==> config.mk <==
export PLATFORM = sky130hd
export DESIGN_NAME = cache_fill_fsm
export DESIGN_NICKNAME = d
export VERILOG_FILES = /design/src/rtl/cache_fill_fsm.sv
export SDC_FILE = /design/constraint.sdc
export NUM_CORES = 1
export LEC_CHECK = 0
export BUFFER_PORTS_ARGS = -buffer_cell sky130_fd_sc_hd__buf_2
export CAP_MARGIN = 10
export CORE_MARGIN = 5
export CORE_UTILIZATION = 41
export CTS_CLUSTER_DIAMETER = 30
export DETAILED_ROUTE_END_ITERATION = 10
export HOLD_SLACK_MARGIN = 0.02
export PLACE_DENSITY = 0.86
export SYNTH_ARGS = -nofsm -noshare
export SYNTH_HDL_FRONTEND = slang
export SYNTH_SLANG_ARGS = --single-unit
==> constraint.sdc <==
create_clock -name clk -period 2.3 [get_ports clk]
set_input_delay 0.575 -clock clk [delete_from_list [all_inputs] [get_ports clk]]
set_output_delay 0.575 -clock clk [all_outputs]
set_load 0.01 [all_outputs]
==> src/rtl/cache_fill_fsm.sv <==
// Miss-handling controller: stalls the pipeline, streams one cache block from
// main memory into the data array, then pulses the tag write.
module cache_fill_fsm #(
  parameter int WORDS = 8,
  parameter int AW    = 16,
  parameter int DW    = 16
) (
  input  logic                     clk,
  input  logic                     rst,
  input  logic                     miss_detected,
  input  logic [AW-1:0]            miss_address,
  input  logic                     memory_data_valid,
  input  logic [DW-1:0]            memory_data,
  output logic                     fsm_busy,
  output logic                     mem_read_en,
  output logic [AW-1:0]            memory_address,
  output logic                     write_data_array,
  output logic [$clog2(WORDS)-1:0] fill_word,
  output logic [DW-1:0]            fill_data,
  output logic                     write_tag_array,
  output logic [AW-1:0]            fill_block_addr
);

  localparam int LW = $clog2(WORDS);
  localparam int CW = LW + 1;
  localparam logic [CW-1:0] WORDS_C  = CW'(WORDS);
  localparam logic [CW-1:0] LAST_C   = CW'(WORDS - 1);
  localparam logic [CW-1:0] ONE_C    = CW'(1);
  localparam logic [AW-1:0] OFF_MASK = AW'(2 * WORDS - 1);

  typedef enum logic {IDLE, FILL} state_t;

  state_t          state_q, state_d;
  logic [CW-1:0]   issue_cnt_q, issue_cnt_d;
  logic [CW-1:0]   recv_cnt_q, recv_cnt_d;
  logic [AW-1:0]   base_q, base_d;

  always_comb begin
    state_d          = state_q;
    issue_cnt_d      = issue_cnt_q;
    recv_cnt_d       = recv_cnt_q;
    base_d           = base_q;
    fsm_busy         = miss_detected;
    mem_read_en      = 1'b0;
    memory_address   = '0;
    write_data_array = 1'b0;
    fill_word        = '0;
    write_tag_array  = 1'b0;

    case (state_q)
      IDLE: begin
        if (miss_detected) begin
          state_d     = FILL;
          base_d      = miss_address & ~OFF_MASK;
          issue_cnt_d = '0;
          recv_cnt_d  = '0;
        end
      end
      FILL: begin
        fsm_busy       = 1'b1;
        mem_read_en    = (issue_cnt_q < WORDS_C);
        memory_address = base_q + (AW'(issue_cnt_q) << 1);
        if (mem_read_en) begin
          issue_cnt_d = issue_cnt_q + ONE_C;
        end
        // Writes advance only on returned data, so memory stalls are absorbed.
        if (memory_data_valid && (recv_cnt_q < WORDS_C)) begin
          write_data_array = 1'b1;
          fill_word        = recv_cnt_q[LW-1:0];
          recv_cnt_d       = recv_cnt_q + ONE_C;
          if (recv_cnt_q == LAST_C) begin
            write_tag_array = 1'b1;
            state_d         = IDLE;
          end
        end
      end
      default: state_d = IDLE;
    endcase
  end

  always_ff @(posedge clk) begin
    if (rst) begin
      state_q     <= IDLE;
      issue_cnt_q <= '0;
      recv_cnt_q  <= '0;
      base_q      <= '0;
    end else begin
      state_q     <= state_d;
      issue_cnt_q <= issue_cnt_d;
      recv_cnt_q  <= recv_cnt_d;
      base_q      <= base_d;
    end
  end

  assign fill_data       = memory_data;
  assign fill_block_addr = base_q;

endmodule

After elaboration in Yosys (flattened, before gate mapping). Cells that the tools add are included. Widths: inputs -> output; s select.

Add/sub/neg operators: 3. Magnitude comparators: 2. Equality and inequality tests: 4. Mux-type cells: 19. Bitwise operators: 1. Reductions and logical operators: 4.

Operators with widths (count): $add 16x5->16 (1); $mux 16 (1); $pmux 4 s2 (2); $mux 4 (3); $mux 1 (10); $add 4x1->4 const B (2); $lt 4x4->1 const B (2); $mux 3 (2); $reduce_and 2->1 (3); $eq 4x3->1 const B (1); $ne 2x1->1 const B (2); $ne 2x2->1 const B (1); $pmux 1 s2 (1); $logic_and 1x1->1 (1); $not 1->1 (1).

Register bits: 21.

Depth between registers and ports, before layout.
Depth after elaboration: 4. Depth in mapped cells: 5. Mapped depth without buffers: 4.

Worst setup path after synthesis. No wires, ideal clock.

Path type: register to output. Start point: register base_q[5] (netlist: fill_block_addr[5]). End point: output port memory_address[13]. Data arrival time: 1.485 ns. Data required time: 1.725 ns. Setup slack: 0.240 ns. Stages on the path, launching flop included: 5. Path through: dfxtp_1 nand4_2 buf_6 or4_1 a21oi_1.

Cells in the longest elaborated chain, start to end: 2.

Ends and longest elaborated chain: from (decl) (RTL line 36) `logic [AW-1:0] base_q, base_d;`; from (signal assigned) (RTL line 91) `base_q <= base_d;`; $add 16x5->16 (RTL line 62) `memory_address = base_q + (AW'(issue_cnt_q) << 1);`; $mux 16 (RTL line 50) `case (state_q)`; to (decl) (RTL line 16) `output logic [AW-1:0] memory_address,`.

No other way between the ends.

Worst setup path in the final report.
Start point: register base_q[4] (netlist: fill_block_addr[4]). End point: output port memory_address[15].

Same word-level chain as after synthesis.

==> flow_metrics.tcl <==
set metrics [dict create \
    final.period_utilization 1.02 \
    die_y_um 66.3 \
    worst_pin_slew_ns 0.698 \
    port_buffers 49 \
    root_buffer "clkbuf_4" \
    wirelength_um 3440 \
    routed_via_density 4.97 \
    cp.required_ns 1.73 \
    dp.final_hpwl_um 2170 \
    drtPass1Iterations 4 \
    drive_above_1_share 0.438 \
    r2r_slack_ns 0.77 \
    synth_top_family_by_area "simple AND/OR/NAND/NOR gates" \
    finalSetupViolations 2 \
    synth_compound_area_frac 0.142 \
    grt_usage 0.144 \
    p_leak_nw 0.756 \
    clk_latency_ns 0.29 \
    crit_path_start_kind "flop" \
    max_stage_delay_ns 0.52 \
    crit_arrival_ns 1.77 \
    numCtsBuffers 3 \
    final_hold_viol_count 0 \
    synth_fa_ha_area_frac 0.0385 \
    tritoncts "built" \
    ir_drop_mv 0.357 \
    syn_area_sq_um 1300 \
    synthCells 173 \
    min_period_ns 2.34 \
    path_class "flop to primary output" \
    overflow 0 \
    drc_errors 0 \
    post-synth-top-area-cell "dfxtp_1" \
    cp_num_buf_inv 1 \
    crit_chain "ha_4, nand3_2, or4_1, a21oi_2, buf_2" \
    cts_buffer_depth 2 \
    die_w_um 66.3 \
    vias 1297 \
    ys_warn_count 0 \
    setup_slack_ns -0.0418 \
    critPathSlowestCell "or4_1" \
    async_reset_ff_frac 0 \
    synthSimpleGateAreaFrac 0.286 \
    postLayoutCoreUtil 0.548 \
    nets 258 \
    yosysMostFrequentCell "nand2_1" \
    antenna-diode-count 0 \
    synthTopCellsByCount "33 x nand2_1, 26 x a21oi_1, 21 x buf_4, 21 x dfxtp_1, 7 x and2_1" \
    status "complete, but fails checks" \
    first_global_vias 1128 \
    drtIter0Drc 104 \
    muxShareOfSynthArea 0.00865 \
    rows 20 \
    p_total_mw 0.701 \
    cts.sinks 21 \
    fin_setup_tns_ns -0.0708 \
    synth_top_area_frac 0.323 \
    grt_antenna_before_repair 0 \
    pin_count 91 \
    start_util 0.426 \
    grt_pass1_wl_um 5000 \
    core_area_sq_um 3050 \
    seq_area_frac_synth 0.323 \
    slew_violations 0 \
    worstPathMaxFanout 4 \
    synth.distinct_cells 30 \
    area_delta_synth_final_pct 28.6 \
    fmax_mhz 427 \
    fillerInstances 298 \
    ys_top_cells_by_area "dfxtp_1 32%, buf_4 12%, a21oi_1 10%" \
    cap_violations 0 \
    final_antenna_net_count 0 \
    detail_route.wl_per_cell_um 13.2 \
    fp.dieArea_sq_um 4400 \
    slew-limit-headroom 0.535 \
    synth_flop_cell "dfxtp_1" \
    htreeDepth 1 \
    place_congestion 0.835 \
    finalClockSkew_ns 0.00510 \
    hold_class "flop to flop" \
    synth_seq_cells 21 \
    powerDensity_nw_per_um2 419 \
    worstSetupEndpointType "primary output" \
    clkTransAtPathRegs_ns 0.12 \
    synthXorXnorAreaFrac 0.0337 \
    rsz0062_at_grt "true" \
    violations "setup timing" \
    synth_area_per_cell_sq_um 7.52 \
    synth_edf_count 0 \
    grt_max_degree 22 \
    crit_family "simple AND/OR/NAND/NOR gates" \
]
[power breakdown]
| part | total [mW] | internal, mW | switching, mW |
|---|---|---|---|
| combinational | 0.129 | 0.0539 | 0.0754 |
| clock | 0.171 | 0.0646 | 0.107 |
| sequential | 0.401 | 0.376 | 0.0250 |
| total | 0.701 | 0.494 | 0.207 |
[final cells by class]
cell class	count	area, sq um	share of cell area
flip-flops and latches	21	455	0.272
inverters	5	18.8	0.0112
well taps	44	55.1	0.0329
clock inverters	1	5.00	0.00299
repair buffers	64	358	0.214
multi-input cells	123	758	0.453
clock buffers	3	22.5	0.0135
[stage by stage]
stage	setup slack, ns	hold WS [ns]	instance area (sq um)	instances
after floorplan	0.240	0.427	1320	177
after global placement	0.165	0.436	1460	246
after detailed placement	0.160	0.441	1460	246
after CTS	0.00224	0.459	1600	258
after global routing	-0.109	0.479	1670	261
final	-0.0418	0.456	1670	261
[placed cells by master, fill, tap and decap left out, types with 3 or more instances in the layout]
cell type,count
xor2_1,4
inv_1,3
nand2b_1,4
nor2_1,5
dfxtp_1,11
dfxtp_4,9
and2_1,7
a21oi_1,22
or4_4,3
nand4_1,3
a21oi_2,4
nand2_1,33
o31ai_1,5
buf_4,15
clkbuf_4,3
buf_2,49
conb_1,5
nand3_1,5
[registers in the layout (all words and copies together) (netlist names)]
register / count
issue_cnt_q: 4
state_q: 1
recv_cnt_q: 4
fill_block_addr: 12
[timing repair]
action,CTS,global route
endpoints found under the setup margin,7,6
gates resized for setup,17,16
cloned,1,0
setup buffers,7,3
pin swaps,3,8
hold buffers,0,0
[metal layers]
layer  share of wire  up-vias  global-route usage
met2            0.53       37               0.255
met4           0.012        0              0.0482
li1                -      657                   -
met1            0.40      599               0.168
met3           0.060        4              0.0306
met5               0        -                   0
[final timing paths]
kind	from	end	cells after the start
max	fill_block_addr[4]	memory_address[15]	5
min	recv_cnt_q[3]	recv_cnt_q[3]	2
max reg2reg	state_q	fill_block_addr[7]	3
min reg2reg	recv_cnt_q[3]	recv_cnt_q[3]	2
[worst reg2reg max path: cells and delay by family, from the launching register on]
kind               cells  cell delay (ns)
AOI/OAI and AO/OA      1             0.18
and+or+nand+nor        2             0.75
DFF                    1             0.53
[cell families after synthesis]
group	count (synthesis)
adders and majority gates	4
muxes	1
and+or+nand+nor	73
AOI/OAI and AO/OA	34
buffers and inverters	34
other	1
DFF	21
xor gates and xnor gates	5
No activity file was read; power rests on OpenSTA's default activity.
